--- src/rtl/interval_timer_pkg.sv ---
// Shared definitions for the interval timer: FSM states and the bit layout
// of the configuration and status bytes.
package interval_timer_pkg;

  typedef enum logic [1:0] {
    ST_IDLE = 2'd0,
    ST_RUN  = 2'd1,
    ST_DONE = 2'd2
  } state_e;

  localparam int CFG_EN_BIT      = 7;
  localparam int CFG_RELOAD_BIT  = 6;
  localparam int CFG_PERIOD_MSB  = 5;
  localparam int CFG_PERIOD_LSB  = 0;
  localparam int PERIOD_FIELD_W  = CFG_PERIOD_MSB - CFG_PERIOD_LSB + 1;

  localparam int STAT_BUSY_BIT   = 7;
  localparam int STAT_DONE_BIT   = 6;

endpackage

--- src/rtl/interval_timer_if.sv ---
// CPU-facing port group of the interval timer: config byte, interrupt
// acknowledge, interrupt request and status byte.
interface interval_timer_if;
  logic [7:0] cfg;
  logic       ack;
  logic       irq;
  logic [7:0] status;

  modport master (output cfg, output ack, input irq, input status);
  modport slave  (input cfg, input ack, output irq, output status);
endinterface

--- src/rtl/interval_timer_prescaler.sv ---
// Tick prescaler: counts clk cycles while run=1 and pulses tick on the
// cycle the count wraps; held at zero whenever run=0.
module tick_prescaler #(
  parameter int PRESCALE = 10
) (
  input  logic clk,
  input  logic reset,
  input  logic run,
  output logic tick
);

  localparam int CNT_W = $clog2(PRESCALE);

  logic [CNT_W-1:0] r_cnt;

  assign tick = run && (r_cnt == CNT_W'(PRESCALE - 1));

  always_ff @(posedge clk or negedge reset) begin
    if (!reset) begin
      r_cnt <= '0;
    end else if (!run || tick) begin
      r_cnt <= '0;
    end else begin
      r_cnt <= r_cnt + CNT_W'(1);
    end
  end

endmodule

--- src/rtl/interval_timer.sv ---
// Interval timer with one-shot / auto-reload modes and an interrupt output.
// Define INTERVAL_TIMER_IRQ_LATCH_EN for a sticky irq cleared by ack.
module interval_timer
  import interval_timer_pkg::*;
#(
  parameter int PRESCALE = 10,
  parameter int PERIOD_W = 6
) (
  input logic             clk,
  input logic             reset,
  interval_timer_if.slave bus
);

  state_e              r_state, w_state_nxt;
  logic [7:0]          r_cfg_q;
  logic [PERIOD_W-1:0] r_count, w_count_nxt;
  logic                r_irq, w_irq_nxt;
  logic [7:0]          r_status, w_status_nxt;

  logic                w_en, w_reload, w_change, w_run, w_tick, w_expire;
  logic [PERIOD_W-1:0] w_period;

  assign w_en     = bus.cfg[CFG_EN_BIT];
  assign w_reload = bus.cfg[CFG_RELOAD_BIT];
  assign w_period = PERIOD_W'(bus.cfg[CFG_PERIOD_MSB:CFG_PERIOD_LSB]);
  assign w_change = (bus.cfg != r_cfg_q);

  // Prescaler restarts from zero on any restart or abort, not only on leaving RUN
  assign w_run = (r_state == ST_RUN) && w_en && !w_change;

  tick_prescaler #(.PRESCALE(PRESCALE)) u_prescaler (
    .clk   (clk),
    .reset (reset),
    .run   (w_run),
    .tick  (w_tick)
  );

  always_comb begin
    w_state_nxt = r_state;
    w_count_nxt = r_count;
    w_expire    = 1'b0;
    if (!w_en) begin
      w_state_nxt = ST_IDLE;
      w_count_nxt = '0;
    end else if ((r_state == ST_IDLE) || w_change) begin
      if (w_period != '0) begin
        w_state_nxt = ST_RUN;
        w_count_nxt = w_period;
      end else begin
        w_state_nxt = ST_IDLE;
        w_count_nxt = '0;
      end
    end else if ((r_state == ST_RUN) && w_tick) begin
      if (r_count == PERIOD_W'(1)) begin
        w_expire = 1'b1;
        if (w_reload) begin
          w_count_nxt = w_period;
        end else begin
          w_count_nxt = '0;
          w_state_nxt = ST_DONE;
        end
      end else begin
        w_count_nxt = r_count - PERIOD_W'(1);
      end
    end

`ifdef INTERVAL_TIMER_IRQ_LATCH_EN
    w_irq_nxt = w_en && (w_expire || (r_irq && !bus.ack));
`else
    w_irq_nxt = w_expire;
`endif

    w_status_nxt                = '0;
    w_status_nxt[STAT_BUSY_BIT] = (w_state_nxt == ST_RUN);
    w_status_nxt[STAT_DONE_BIT] = (w_state_nxt == ST_DONE);
    w_status_nxt[PERIOD_FIELD_W-1:0] = PERIOD_FIELD_W'(w_count_nxt);
  end

`ifndef INTERVAL_TIMER_IRQ_LATCH_EN
  logic w_unused_ack;
  assign w_unused_ack = bus.ack;
`endif

  always_ff @(posedge clk or negedge reset) begin
    if (!reset) begin
      r_state  <= ST_IDLE;
      r_cfg_q  <= '0;
      r_count  <= '0;
      r_irq    <= 1'b0;
      r_status <= '0;
    end else begin
      r_state  <= w_state_nxt;
      r_cfg_q  <= bus.cfg;
      r_count  <= w_count_nxt;
      r_irq    <= w_irq_nxt;
      r_status <= w_status_nxt;
    end
  end

  assign bus.irq    = r_irq;
  assign bus.status = r_status;

endmodule

--- src/flat_wrapper.sv ---
// flat-port wrapper written by rule: the top's interface ports become plain ports
module interval_timer_flat import interval_timer_pkg::*;
#(
  parameter int PRESCALE = 10,
  parameter int PERIOD_W = 6
)
  (clk, reset, bus_cfg, bus_ack, bus_irq, bus_status);
  interval_timer_if bus_i ();
  input logic clk;
  input logic reset;
  input wire logic [$bits(bus_i.cfg)-1:0] bus_cfg;
  input wire logic [$bits(bus_i.ack)-1:0] bus_ack;
  output wire logic [$bits(bus_i.irq)-1:0] bus_irq;
  output wire logic [$bits(bus_i.status)-1:0] bus_status;
  assign bus_i.cfg = bus_cfg;
  assign bus_i.ack = bus_ack;
  assign bus_irq = bus_i.irq;
  assign bus_status = bus_i.status;
  interval_timer #(.PRESCALE(PRESCALE), .PERIOD_W(PERIOD_W)) u_core (.clk(clk), .reset(reset), .bus(bus_i));
endmodule
--- config.mk ---
export PLATFORM = sky130hd
export DESIGN_NAME = interval_timer_flat
export DESIGN_NICKNAME = d
export VERILOG_FILES = /design/src/rtl/interval_timer_pkg.sv /design/src/rtl/interval_timer_if.sv /design/src/rtl/interval_timer_prescaler.sv /design/src/rtl/interval_timer.sv /design/src/flat_wrapper.sv
export SDC_FILE = /design/constraint.sdc
export NUM_CORES = 1
export LEC_CHECK = 0
export CORE_AREA = 2 2 49 55
export CTS_BUF_LIST = sky130_fd_sc_hd__clkbuf_8 sky130_fd_sc_hd__clkbuf_16
export DETAILED_ROUTE_END_ITERATION = 16
export DIE_AREA = 0 0 51 57
export PLACE_DENSITY = 0.8
export SETUP_SLACK_MARGIN = 0.15
export SLEW_MARGIN = 25
export SYNTH_ARGS = -nofsm -noshare
export SYNTH_HDL_FRONTEND = slang
export SYNTH_SLANG_ARGS = --single-unit
--- constraint.sdc ---
create_clock -name clk -period 2.85 [get_ports clk]
set_clock_uncertainty 0.2 [all_clocks]
set_input_delay 0.4275 -clock clk [delete_from_list [all_inputs] [get_ports clk]]
set_output_delay 0.4275 -clock clk [all_outputs]
set_load 0.02 [all_outputs]
# --- Word-level counts from Yosys, hierarchy flattened ---
# Index checks and enable logic that the tools add are counted.
totals:
  register_bits: 29
  inputBits: 11
  out_inout_bits: 9
  wordCells: 41
classes:
  add_sub_neg: 2
  n_eq_ne: 6
  n_mux: 17
  reduce_logical: 10
ops:
  columns: ["op", "n"]
  rows:
  - ["6-bit two-way mux", 6]
  - ["2-bit two-way mux", 5]
  - ["8-bit inequality test", 1]
  - ["6-bit by 1-bit equality test with 1-bit output, second input constant", 1]
  - ["6-bit nonzero test", 1]
  - ["6-bit by 1-bit subtractor with 6-bit output, second input constant", 1]
  - ["1-bit two-way mux", 5]
  - ["4-bit by 1-bit adder with 4-bit output, second input constant", 1]
  - ["2-bit by 1-bit equality test with 1-bit output, second input constant", 2]
  - ["4-bit equality test, second input constant", 1]
  - ["1-bit logical AND", 4]
  - ["4-bit two-way mux", 1]
  - ["2-bit equality test, second input constant", 1]
  - ["1-bit zero test", 2]
  - ["2-bit zero test", 1]
  - ["1-bit logical OR", 2]

# --- Longest topological paths before layout ---
# Gate-level depths: netlist of the first run.
logic_depth:
  word_depth: 9
  mapped_depth: 7

# --- Cells and area by module ---
# From an unflattened synthesis of the first run, not the netlist that was laid out.
hier_totals:
  cells_unflattened: 115
  area_unflattened_um2: 1229.9
modules_own_cells:
  columns: ["module", "instances", "cells_per_inst", "area_per_inst_um2", "seq_area_each_um2"]
  rows:
  - ["interval_timer", 1, 95, 1017.2, 475.5]
  - ["tick_prescaler", 1, 20, 212.7, 100.1]

# --- Worst setup path after synthesis of the first run ---
# OpenSTA, ideal clock, no wires.
synth_path:
  kind: "register to register"
  from: "reg u_core.r_count[1]"
  to: "reg u_core.r_status[7] (netlist: u_core.bus.status[7])"
  setup_time_ns: 0.138
  arrival_time_ns: 1.570
  required_time_ns: 2.512
  slack_ns: 0.943
  stages_incl_launch_ff: 7
  n_path_buf: 0
  period_less_slack_ns: 1.907
  path_cell_list: "dfrtp_1 inv_1 ha_1 nor3b_2 nand2_1 o311ai_1 o22ai_1"
synth_between:
  elab_chain_cells: 6
synth_rtl:
  columns: ["element", "line", "rtl"]
  rows:
  - ["from (decl)", "interval_timer.sv:16", "logic [PERIOD_W-1:0] r_count, w_count_nxt;"]
  - ["from (signal assigned)", "interval_timer.sv:94", "r_count <= w_count_nxt;"]
  - ["6-bit by 1-bit equality test with 1-bit output", "interval_timer.sv:54", "if (r_count == PERIOD_W'(1)) begin"]
  - ["2-bit two-way mux", "interval_timer.sv:54", null]
  - ["2-bit two-way mux", "interval_timer.sv:53", "end else if ((r_state == ST_RUN) && w_tick) begin"]
  - ["2-bit two-way mux", "interval_timer.sv:45", "end else if ((r_state == ST_IDLE) || w_change) begin"]
  - ["2-bit two-way mux", "interval_timer.sv:42", "if (!w_en) begin"]
  - ["2-bit by 1-bit equality test with 1-bit output", "interval_timer.sv:74", "w_status_nxt[STAT_BUSY_BIT] = (w_state_nxt == ST_RUN);"]
  - ["via u_core.w_status_nxt[7]", "interval_timer.sv:18", "logic [7:0] r_status, w_status_nxt;"]
  - ["to (signal assigned)", "interval_timer.sv:96", "r_status <= w_status_nxt;"]
  - ["to (decl)", "interval_timer.sv:18", null]
# The timed path passes the listed nets, and every way through them passes these cells.

# --- Worst setup path in the final report of the first run ---
layout_path:
  from: "in bus_cfg[7]"
  to: "reg u_core.r_status[5] (netlist: u_core.bus.status[5])"
layout_between:
  elab_chain_cells: 8
  word_cells_on_any_way: 10
layout_rtl:
  columns: ["element", "line", "rtl"]
  rows:
  - ["from (decl)", "flat_wrapper.sv:11", "input wire logic [$bits(bus_i.cfg)-1:0] bus_cfg;"]
  - ["8-bit inequality test", "interval_timer.sv:26", "assign w_change = (bus.cfg != r_cfg_q);"]
  - ["1-bit zero test", "interval_timer.sv:29", "assign w_run = (r_state == ST_RUN) && w_en && !w_change;"]
  - ["1-bit logical AND", "interval_timer.sv:29", null]
  - ["1-bit logical AND", "interval_timer_prescaler.sv:16", "assign tick = run && (r_cnt == CNT_W'(PRESCALE - 1));"]
  - ["1-bit logical AND", "interval_timer.sv:53", null]
  - ["6-bit two-way mux", "interval_timer.sv:53", null]
  - ["6-bit two-way mux", "interval_timer.sv:45", null]
  - ["6-bit two-way mux *", "interval_timer.sv:42", null]
# Mark *: on every way between the ends. The rest lies on a longest branch, timed or not.

==> results.md, run 1 <==
* Post-synth EDFFs at 0
* Worst slew pin tran at ~0.32 ns
* Port Buf Inserts at 18
* Post-DP HPWL at roughly 1900 um
* Worst EP arrival at about 2.2 ns
* Cell family with the largest share of critical-path delay: buffers and inverters
* Vias in the first global route at 970
* Max Cap Viol at 0
* Critical Path Sink Type: flip-flop
* CP required at roughly 2.8 ns
* CTS tree: built
* CTS HTree Levels at 1
* Max frequency at ~450 MHz
* Initial core utilization at 0.528
* Syn avg cell area at 10.6 sq um
* Initial antenna violation count at 0
* Die ar. at 0.00291 sq mm
* Post-CTS sizing at 0
* DRT Wirelength at roughly 2500 um
* CTS Buf Count at 3
* RSZ-0062 raised after global routing: false
* Most used DFF post-synth: dfrtp_1
* Fin. max-slew vios at 0
* Syn Std Cell Area at around 0.0013 sq mm
* Final core utilization at 0.641
* Die Span Y at 57 um
* First-pass GRT wire length at between 4000 and 5000 um
* Commonest non-fill, non-tap cells in the layout: dfrtp_1 (23), clkdlybuf4s50_1 (18), nor2_1 (15), xnor2_1 (9)
* CP Launch Type: primary input
* Die Span X at about 51 um
* Buf/Inv on CP at 2
* Wirelength per Cell at 14.3 um
* Distinct cells, synth at between 40 and 50
* DRT antenna net count at 0
* Largest net degree at the start of global routing at 24
* Largest stage delay, worst path at about 0.64 ns
* N_diodes at 0
* Via count at a little under 1000
* Share of post-route cells with drive strength above 1 at 0.111
* Fin Hold WS at 0.293 ns
* # DRC at 0
* Worst path slowest cell: clkdlybuf4s50_1
* Min-delay worst type: flip-flop to flip-flop
* Final #Nets at 160
* Total Routing Usage GR at 0.202
* Synth Register Bits at 23
* GR Overflow Total at 0
* Rows at 19
* Violation count after the first detailed-route iteration at 23
* Setup_tns at 0 ns
* Worst-skew pair later-pin latency at about 0.26 ns
* Core area at roughly 0.0024 sq mm
* Status: finished clean
* CTS root buf: clkbuf_8
* Tcrit/Tclk final at 0.778
* Post-synthesis cell count at 120
* Power Dens Cells at between 400 and 500 mW/mm^2
* Rel. slew slack at 0.785
* Worst VDD drop at 0.393 mV
* Leakage at between 0.0006 and 0.0007 uW
* Clock transition at path regs at ~0.080 ns
* Min cycle time layout at approximately 2.2 ns
* CP Class: primary input to flip-flop
* Warnings from Yosys at 0
* Sequential share of the synthesized area at 0.454
* DRT Pass-1 Iters at 4
* Setup bufs post-CTS at 0
* Endpoints failing setup at 0
* Fraction of registers with async set/reset at 1.00
* Net count after synthesis at 135
* Worst path cell trace: clkdlybuf4s50_1, xnor2_1, nand4_1, nor3_2, buf_4, nor2_1, a2111oi_2
* Cts hold-fix bufs at 0
* Synth-to-layout area growth at 21.4%
* Ports at 20
* Multi-input combinational cell area at 656 sq um
* Crit Path Max Fanout at 8
* Fill cells at between 200 and 250
* Global placement routability congestion at about 0.81
* Fin. Hold Viols at 0
* FF+latch area at around 580 sq um
* Commonest non-fill, non-tap cell in the layout: dfrtp_1
* Clock Sinks at 23
* Max Root-Sink Buffers at 2
* Drt via density at around 5.6
Yosys cell counts (all sizes together) (4+ instances only):
master   n  area share
nand3    4       0.020
inv      4       0.012
dfrtp   23        0.45
nor2    15       0.044
xnor2   10       0.075
nor3     4       0.033
ha       4       0.039
a21oi    6       0.024
nand2    6       0.020
mux2i    6       0.047
stage by stage:
stage                     instance area [sq um]  setup slack, ns  std cells  total power [uW]
after CTS                                  1540            0.601        175               653
after detailed placement                   1500            0.324        171               462
after floorplan                            1270            0.943        120               413
after global routing                       1540            0.473        175               681
final                                      1540            0.633        175               647
after global placement                     1500            0.393        171               459
state kept, by name, summed over array words and instances (netlist names):
register and cells:
u_core.r_state 2, u_core.bus.irq 1, u_core.r_cfg_q 8, u_core.u_prescaler.r_cnt 4, u_core.bus.status 3, u_core.r_count 5
metal layers:
| layer | vias up | GRT usage | routed length [um] |
|---|---|---|---|
| met4 | 0 | 0.0811 | 34 |
| met1 | 475 | 0.264 | 1120 |
| met2 | 25 | 0.332 | 1230 |
| li1 | 476 | - | - |
| met5 | - | 0 | 0 |
| met3 | 4 | 0.0366 | 116 |
power by group:
part           leakage [uW]  total [uW]  internal, uW  switching (uW)
sequential         0.000292         349           338            11.2
combinational      0.000359         106          50.5            55.4
clock             0.0000269         192          96.1            95.7
cell type report:
| type | count | share of cell area |
|---|---|---|
| timing repair buffer | 22 | 0.136 |
| sequential | 23 | 0.374 |
| tap | 31 | 0.0252 |
| clock buffer | 3 | 0.0268 |
| multi-input combinational | 91 | 0.426 |
| clock inverter | 1 | 0.00244 |
| inverter | 4 | 0.00975 |
worst paths after layout:
kind | start | endpoint | slack (ns) | cells past startpoint
max | bus_cfg[7] | u_core.bus.status[5]$_DFFE_PN0P_ | 0.63 | 7
min | u_core.u_prescaler.r_cnt[0]$_DFF_PN0_ | u_core.u_prescaler.r_cnt[0]$_DFF_PN0_ | 0.29 | 1
max reg2reg | u_core.r_count[1]$_DFFE_PN0P_ | u_core.bus.status[7]$_DFF_PN0_ | 0.76 | 6
min reg2reg | u_core.u_prescaler.r_cnt[0]$_DFF_PN0_ | u_core.u_prescaler.r_cnt[0]$_DFF_PN0_ | 0.29 | 1
max in group asynchronous | reset | u_core.r_count[3]$_DFFE_PN0P_ | 1.91 | 2
min in group asynchronous | reset | u_core.bus.status[5]$_DFFE_PN0P_ | 0.31 | 2
logic make-up (layout without fill, tap and decap cells):
kind of cell,after synthesis,count (layout),synth area share
xor gates and xnor gates,11,11,0.0819
and+or+nand+nor,46,46,0.214
adders and majority gates,4,4,0.0394
AOI/OAI and AO/OA,24,24,0.134
muxes,6,6,0.0473
DFF,23,23,0.454
buffers and inverters,6,30,0.0296
Note: power is estimated with default switching activity, not from simulation.
==> inputs of run 2 (changes only) <==
--- a/config.mk
+++ b/config.mk
@@ -5,11 +5,11 @@
 export SDC_FILE = /design/constraint.sdc
 export NUM_CORES = 1
 export LEC_CHECK = 0
-export CORE_AREA = 2 2 49 55
+export CORE_AREA = 2 2 53 60
 export CTS_BUF_LIST = sky130_fd_sc_hd__clkbuf_8 sky130_fd_sc_hd__clkbuf_16
 export DETAILED_ROUTE_END_ITERATION = 16
-export DIE_AREA = 0 0 51 57
-export PLACE_DENSITY = 0.8
+export DIE_AREA = 0 0 55 62
+export PLACE_DENSITY = 0.72
 export SETUP_SLACK_MARGIN = 0.15
 export SLEW_MARGIN = 25
 export SYNTH_ARGS = -nofsm -noshare
==> constraint.sdc (replaced) <==
create_clock -name clk -period 2 [get_ports clk]
set_clock_uncertainty 0.2 [all_clocks]
set_input_delay 0.3 -clock clk [delete_from_list [all_inputs] [get_ports clk]]
set_output_delay 0.3 -clock clk [all_outputs]
set_load 0.02 [all_outputs]
==> run 2 against run 1 <==
Against the previous run:
- register-to-register slack worse by 0.65 ns
- die area is 17% higher
- power is 53% higher
- global-route usage is 0.18 points higher
- core utilization is 2.0 points higher
- setup slack worse by 0.52 ns
- first-iteration DRC count is 70% higher
- worst hold slack worse by 0.13 ns
- sequential power is 44% higher
- clock-buffer cell count stayed put
- largest power group unchanged
- largest cell class unchanged
- via count is 20% higher
==> results.md, run 2 (same netlist as run 1, synthesis figures left out) <==
* Total Power at 990 uW (was 647 uW)
* Status: finished clean (unchanged)
* Worst slew pin tran at 0.356 ns (was 0.318 ns)
* Min-delay worst type: primary input to async pin (was flip-flop to flip-flop)
* CTS tree: built (unchanged)
* CTS root buf: clkbuf_8 (unchanged)
* Synth-to-layout area growth at 50.8% (was 21.4%)
* Initial antenna violation count at 0 (unchanged)
* Initial core utilization at 0.439 (was 0.528)
* CP required at 1.94 ns (was 2.81 ns)
* Placed cell count at 189 (was 171)
* DRT Pass-1 Iters at 4 (unchanged)
* Max Root-Sink Buffers at 2 (unchanged)
* Via count at 1172 (was 980)
* CP Class: flip-flop to flip-flop (was primary input to flip-flop)
* Die Span X at 55 um (was 51 um)
* Global placement routability congestion at 0.815 (was 0.809)
* Commonest non-fill, non-tap cell in the layout: buf_4 (was dfrtp_1)
* Ports at 20 (unchanged)
* Drt via density at 5.69 (was 5.60)
* DRT antenna net count at 0 (unchanged)
* Rel. slew slack at 0.762 (was 0.785)
* Worst-skew pair later-pin latency at 0.27 ns (was 0.26 ns)
* Die Span Y at 62 um (was 57 um)
* N_diodes at 0 (unchanged)
* Clock transition at path regs at 0.08 ns (about the same)
* Share of post-route cells with drive strength above 1 at 0.349 (was 0.111)
* Fin. Hold Viols at 0 (unchanged)
* # DRC at 0 (unchanged)
* Vias in the first global route at 1088 (was 970)
* Worst path cell trace: inv_1, ha_2, nand3b_1, nor3_4, buf_6, nand3_4, a21oi_1, a2111oi_2 (was clkdlybuf4s50_1, xnor2_1, nand4_1, nor3_2, buf_4, nor2_1, a2111oi_2)
* Min cycle time layout at roughly 1.9 ns
* CTS Buf Count at 3 (unchanged)
* First-pass GRT wire length at 4910 um (was 4420 um)
* R2R setup slack at 0.11 ns (was 0.76 ns)
* CP Launch Type: flip-flop (was primary input)
* Port Buf Inserts at 18 (unchanged)
* Total Routing Usage GR at 0.204 (was 0.202)
* Largest regs: u_core.r_cfg_q (8), u_core.r_count (5), u_core.u_prescaler.r_cnt (4) (unchanged)
* Clock Sinks at 23 (unchanged)
* RSZ-0062 raised after global routing: true (was false)
* Max reg flops at 8 (unchanged)
* Power Dens Cells at 518 mW/mm^2 (was 420 mW/mm^2)
* Post-DP HPWL at 2210 um (was 1940 um)
* Final non-filler cell total at 206 (was 175)
* CTS HTree Levels at 1 (unchanged)
* Worst VDD drop at 0.448 mV (was 0.393 mV)
* Final #Nets at 188 (was 160)
* Largest stage delay, worst path at 0.39 ns (was 0.64 ns)
* Core area at 0.00289 sq mm (was 0.00240 sq mm)
* Violation count after the first detailed-route iteration at 39 (was 23)
* Fin. max-slew vios at 0 (unchanged)
* Largest register by flop count: u_core.r_cfg_q (unchanged)
* Max frequency at about 530 MHz
* GR Overflow Total at 0 (unchanged)
* Endpoints failing setup at 0 (unchanged)
* Crit Path Max Fanout at 7 (was 8)
* Worst EP arrival at 1.83 ns (was 2.17 ns)
* Die ar. at 0.00341 sq mm (was 0.00291 sq mm)
* Worst path slowest cell: dfrtp_1 (was clkdlybuf4s50_1)
* Rows at 21 (was 19)
* DRT Wirelength at 3380 um (was 2500 um)
* Cts hold-fix bufs at 0 (unchanged)
* Critical Path Sink Type: flip-flop (unchanged)
* Commonest non-fill, non-tap cells in the layout: buf_4 (30), dfrtp_1 (23), nor2_1 (13), dlymetal6s2s_1 (10), xnor2_2 (7) (was dfrtp_1 (23), clkdlybuf4s50_1 (18), nor2_1 (15), xnor2_1 (9))
* Max Cap Viol at 0 (unchanged)
* Largest net degree at the start of global routing at 24 (unchanged)
* Leakage at 0.000978 uW (was 0.000678 uW)
* Wirelength per Cell at 16.4 um (was 14.3 um)
* Tcrit/Tclk final at 0.946
run 2: cell count changes in the layout (fill, tap and decap cells not counted), sizes merged:
cell / delta
buf: +28
clkdlybuf4s50: -13
dlymetal6s2s: +10
dlygate4sd2: +3
run 2: layout make-up:
type | count | area [sq um]
sequential | 23 | 576
multi-input combinational | 91 | 786
tap | 34 | 42.5
inverter | 4 | 15.0
clock buffer | 3 | 41.3
timing repair buffer | 50 | 449
fill | 230 | 977
clock inverter | 1 | 3.75
run 2: worst max-delay path: cells and delay by family (launching register included):
kind / cells / cell delay, ns
compound gates: 2 / 0.32
fa+ha+maj: 1 / 0.15
buf+inv: 2 / 0.20
flops: 1 / 0.39
simple gates: 3 / 0.49
run 2: metrics by stage:
step	hold slack [ns]	area, sq um	setup TNS [ns]	worst slack, ns	util
3_3_place_gp	0.271	1630	-1.43	-0.189	0.563
5_1_grt	0.171	1910	0	0.0180	0.662
6_report	0.166	1910	0	0.108	0.662
2_1_floorplan	-0.196	1280	0	0.189	-
4_1_cts	0.190	1730	0	0.0722	0.600
3_5_place_dp	0.297	1630	-1.77	-0.235	0.563
run 2: routing by layer:
layer  vias up  global-route usage  part of all wire
met5         -                   0                 0
met2        48               0.364              0.52
li1        540                   -                 -
met3        17              0.0215             0.049
met1       567               0.237              0.39
met4         0               0.108             0.044
run 2: report_power, final:
| part | switching [uW] | internal [uW] | total (uW) |
|---|---|---|---|
| Sequential | 20.2 | 481 | 502 |
| Combinational | 99.0 | 98.1 | 197 |
| Clock | 154 | 138 | 292 |
| Total | 273 | 717 | 990 |
run 2: final timing paths:
kind | from | to | cells after the start
worst max register to register | u_core.u_prescaler.r_cnt[1]$_DFF_PN0_ | u_core.bus.status[5]$_DFFE_PN0P_ | 8
worst min register to register | u_core.u_prescaler.r_cnt[3]$_DFF_PN0_ | u_core.u_prescaler.r_cnt[3]$_DFF_PN0_ | 2
max in group asynchronous | reset | u_core.bus.status[5]$_DFFE_PN0P_ | 2
worst min-delay path | reset | u_core.r_count[3]$_DFFE_PN0P_ | 2
min in group clk | bus_cfg[5] | u_core.r_cfg_q[5]$_DFF_PN0_ | 2
worst max-delay path | u_core.u_prescaler.r_cnt[1]$_DFF_PN0_ | u_core.bus.status[5]$_DFFE_PN0P_ | 8
run 2: repair_timing:
| action | in CTS | in global routing |
|---|---|---|
| buffers inserted | 3 | 10 |
| setup endpoints to repair | 14 | 17 |
| pin swaps | 2 | 10 |
| resized for setup | 10 | 25 |
